$ cat config.mk
export PLATFORM = sky130hd
export DESIGN_NAME = hilo_unit
export DESIGN_NICKNAME = d
export VERILOG_FILES = /design/src/rtl/mdu_pkg.sv /design/src/rtl/hilo_unit.sv
export SDC_FILE = /design/constraint.sdc
export NUM_CORES = 1
export LEC_CHECK = 0
export ABC_AREA = 1
export CAP_MARGIN = 5
export CORE_MARGIN = 10
export CORE_UTILIZATION = 35
export DETAILED_ROUTE_END_ITERATION = 16
export PLACE_DENSITY = 0.66
export SYNTH_ARGS = -nofsm -noshare
export SYNTH_HDL_FRONTEND = slang
export SYNTH_SLANG_ARGS = --single-unit
$ cat constraint.sdc
create_clock -name clk -period 1.9 [get_ports clk]
set_clock_uncertainty 0.15 [all_clocks]
set_input_delay 0.38 -clock clk [delete_from_list [all_inputs] [get_ports clk]]
set_output_delay 0.38 -clock clk [all_outputs]
set_load 0.005 [all_outputs]
$ cat src/rtl/mdu_pkg.sv
// mdu_pkg: op encodings and sequencer state shared by hilo_unit and the CPU control.
// Revision: 1.0
`default_nettype none

package mdu_pkg;

  localparam logic [1:0] OP_MULT  = 2'b00;
  localparam logic [1:0] OP_MULTU = 2'b01;
  localparam logic [1:0] OP_DIV   = 2'b10;
  localparam logic [1:0] OP_DIVU  = 2'b11;

  typedef enum logic {
    ST_IDLE = 1'b0,
    ST_RUN  = 1'b1
  } hilo_state_t;

  function automatic logic op_is_div(input logic [1:0] op);
    return op[1];
  endfunction

endpackage

`default_nettype wire

$ cat src/rtl/hilo_unit.sv
// hilo_unit: HI/LO register pair and multicycle sequencer around the external MDU.
// Revision: 1.0
`default_nettype none

module hilo_unit
  import mdu_pkg::*;
#(
  parameter int MUL_LAT = 2,
  parameter int DIV_LAT = 8
) (
  input  logic        clk,
  input  logic        rst_n,
  input  logic        start,
  input  logic [1:0]  op,
  input  logic [31:0] rs_data,
  input  logic [31:0] rt_data,
  input  logic        mt_hi,
  input  logic        mt_lo,
  input  logic [31:0] mt_data,
  output logic [31:0] hi,
  output logic [31:0] lo,
  output logic        busy,
  output logic        done,
  output logic        div_zero,
  output logic [31:0] mdu_a,
  output logic [31:0] mdu_b,
  output logic        mdu_mul_c,
  output logic        mdu_div_c,
  output logic        mdu_sign,
  input  logic [31:0] mdu_hi,
  input  logic [31:0] mdu_lo
);

  localparam int MAX_LAT = (MUL_LAT > DIV_LAT) ? MUL_LAT : DIV_LAT;
  localparam int CW      = $clog2(MAX_LAT + 1);
  localparam logic [CW-1:0] MUL_INIT = CW'(MUL_LAT - 1);
  localparam logic [CW-1:0] DIV_INIT = CW'(DIV_LAT - 1);

  hilo_state_t   state, state_d;
  logic [1:0]    op_q;
  logic [CW-1:0] cnt;
  logic          last;
  logic          b_zero_div;

  assign last       = (cnt == '0);
  assign b_zero_div = op_is_div(op_q) && (mdu_b == 32'd0);

  always_ff @(posedge clk or negedge rst_n) begin
    if (!rst_n) state <= ST_IDLE;
    else        state <= state_d;
  end

  always_comb begin
    state_d   = state;
    busy      = 1'b0;
    mdu_mul_c = 1'b0;
    mdu_div_c = 1'b0;
    mdu_sign  = 1'b0;
    case (state)
      ST_IDLE: begin
        if (start) state_d = ST_RUN;
      end
      ST_RUN: begin
        busy      = 1'b1;
        mdu_mul_c = ~op_q[1];
        mdu_div_c = op_q[1];
        mdu_sign  = ~op_q[0];
        if (last) state_d = ST_IDLE;
      end
      default: state_d = ST_IDLE;
    endcase
  end

  always_ff @(posedge clk or negedge rst_n) begin
    if (!rst_n) begin
      hi       <= '0;
      lo       <= '0;
      mdu_a    <= '0;
      mdu_b    <= '0;
      op_q     <= '0;
      cnt      <= '0;
      done     <= 1'b0;
      div_zero <= 1'b0;
    end else begin
      done     <= 1'b0;
      div_zero <= 1'b0;
      if (state == ST_IDLE) begin
        // MT writes land first; a same-cycle start overwrites them at completion.
        if (mt_hi) hi <= mt_data;
        if (mt_lo) lo <= mt_data;
        if (start) begin
          mdu_a <= rs_data;
          mdu_b <= rt_data;
          op_q  <= op;
          cnt   <= op_is_div(op) ? DIV_INIT : MUL_INIT;
        end
      end else begin
        if (last) begin
          if (!b_zero_div) begin
            hi <= mdu_hi;
            lo <= mdu_lo;
          end
          done     <= 1'b1;
          div_zero <= b_zero_div;
        end else begin
          cnt <= cnt - 1'b1;
        end
      end
    end
  end

endmodule

`default_nettype wire

==> metrics.txt <==
run status=finished, final reports clean; Fmax achieved=roughly 540 MHz; fin crit share=0.972; final hold vios=0; sw power=between 6 and 7 mW; TritonRoute pass-1 iters=4; GRT Util Overall=0.193; DRT Wirelength=approximately 24000 µm; Final ANT Viol Nets=0; unrepaired setup endpoints after global routing=yes; ys flop type=dfrtp_1; max_slew headroom=0.705; VDD IR max=1060 µV; via count=6114; Clock Path Buffers=2; Syn Inst Count=702; most frequent cell after synthesis=nand2_1; first-pass GRT wire length=about 36000 µm; post-layout util=0.604; DIE AREA=roughly 24000 µm²; TritonCTS buffer count=17; Setup violations, final=0; die extent in x=154 µm; Die Ht=154 µm; largest net degree at the start of global routing=48; drt wl/cell=18.7 µm; clock slew at reported path FFs=0.06 ns; synth-to-layout area growth=70.3%; Tot Pwr=18.1 mW; TritonCTS clock tree=built; clock sink count=137; clk_lat worst skew=0.42 ns; post-route minimum period=1.85 ns; Critical Path Start Type=register; register area share after synthesis=0.542; Placed Instances=1223; crit-path max FO=6; htree depth=4; slowest cell on the critical path=dfrtp_1; I/O pin total=around 300; core area=roughly 18000 µm²; Synth Area per Inst=9.01 µm²; number of synthesized flops with an enable pin=0; DR vias/cell=4.82; Final Non-Filler Cells=1269; pwr dens=roughly 1700 nW/µm²; Post-synth top cells=nand2_1 (308), dfrtp_1 (137), nand4_1 (65); num rows=49; CP peak stage delay=0.39 ns; fin area=10800 µm²; synthesis warning total=0; gpl congestion=0.822; post-DP HPWL=17800 µm; LEAKAGE=5.26 nW; CP top delay family=simple AND/OR/NAND/NOR gates; root buffer cell=clkbuf_16; most area-consuming cells after synthesis=dfrtp_1 (54%), nand2_1 (18%), mux2_1 (10%), nand4_1 (6.4%), nor2_1 (2.0%); Synth cell types=26; setup TNS=0 ns; P_int=11.8 mW; CP Capture Type=register; Synth Net Count=871; Async S/R FF share, synth=1.00; max-slew violation count=0; Synth Cell Area=6320 µm²; initial drt markers=284; CP Cell Sequence=buf_6 > nor2_4 > nand2_2 > nor2_2 > nand2_1 > nor2_2 > nand2_4 > nand3_4 > clkbuf_16 > nand2_2 > nand2_1; share of layout cells above drive strength 1=0.123; initial antenna violation count=2; Worst Hold Margin=0.299 ns; Starting Density=0.354; vias in the first global route=around 6300; kind of critical path=register to register; pre-CTS setup slack=-0.0170 ns; clock share of power=0.214; MaxCap Viol Count=0; gr ovfl total=0; Yosys reg bits=between 100 and 150; Port Buffers=300; Critical Path RT=2.10 ns; DP Area=9730 µm²; Reg power frac=0.288; Filler cells=between 1500 and 2000; Synth top area share=0.542; nets=between 1000 and 1500; Data arrival, critical path=2.05 ns; Worst Tran Pin Value=0.442 ns; Comb pwr share=0.498; CP bufs+invs=2; Hold Crit Class=primary input to async pin; Synth area leader=dfrtp_1; final worst slack=0.0530 ns; switching portion of total power=0.352; # DRC=0
routing by layer:
| layer | vias to the layer above | share of wire | wire length, µm | track usage |
|---|---|---|---|---|
| met1 | 2892 | 0.40 | 9610 | 0.222 |
| met4 | 4 | 0.0091 | 216 | 0.0450 |
| met5 | - | 0.0014 | 34 | 0 |
| li1 | 2954 | - | - | - |
| met2 | 246 | 0.46 | 11000 | 0.306 |
| met3 | 18 | 0.12 | 2910 | 0.107 |
cells in the final DEF, fill, tap and decap left out, drive strengths merged, types with 8 or more instances in the layout:
cell type      instances
dlymetal6s2s          19
buf                   54
mux2                  56
dlygate4sd2           14
a21oi                 10
inv                   17
dfrtp                137
nand3                  8
nand2                309
nand4                 65
clkbuf                23
nor2                  33
clkdlybuf4s50        262
logic make-up after synthesis:
| kind of cell | share of synthesized area |
|---|---|
| and+or+nand+nor | 0.286 |
| xor gates and xnor gates | 0.00139 |
| AOI/OAI and AO/OA | 0.0144 |
| DFF | 0.542 |
| adders and majority gates | 0.00396 |
| muxes | 0.0997 |
| buffers and inverters | 0.0526 |
final timing paths:
kind | cells after the start | start | slack (ns) | end
hold / removal | 2 | rst_n | 0.30 | mdu_a[1]
hold reg to reg | 2 | hi[15] | 0.32 | hi[15]
min in group clk | 2 | hi[15] | 0.32 | hi[15]
setup / recovery | 11 | mdu_b[3] | 0.05 | lo[10]
setup reg to reg | 11 | mdu_b[3] | 0.05 | lo[10]
max in group asynchronous | 3 | rst_n | 0.74 | hi[27]
registers in the layout (all words and copies together), names as in the netlist:
signal and flops:
cnt 4, div_zero 1, done 1, hi 32, lo 32, mdu_a 32, mdu_b 32, op_q 2
state 1
timing repair:
item,4_1_cts,5_1_grt
cloned,0,3
hold buffers,1,0
endpoints found under the hold margin,37,0
endpoints found under the setup margin,20,79
setup buffers,6,5
pin swaps,0,3
resized for setup,26,68
final cells by class:
type / count / area, µm² / share of cell area
inverter: 16 / 65.1 / 0.00604
clock inverter: 11 / 244 / 0.0227
tap: 229 / 287 / 0.0266
timing repair buffer: 355 / 3600 / 0.334
sequential: 137 / 3430 / 0.318
clock buffer: 19 / 443 / 0.0411
multi-input combinational: 501 / 2700 / 0.251
antenna: 1 / 2.50 / 0.000232
power groups by stage:
stage	combinational (mW)	clock [mW]	sequential, mW
after CTS	8.71	3.96	5.19
after detailed placement	8.60	0	5.25
final	9.03	3.88	5.23
after floorplan	3.48	0	5.31
after global routing	10.0	4.09	5.41
after global placement	8.55	0	5.20
(Power assumes the default switching activity.)
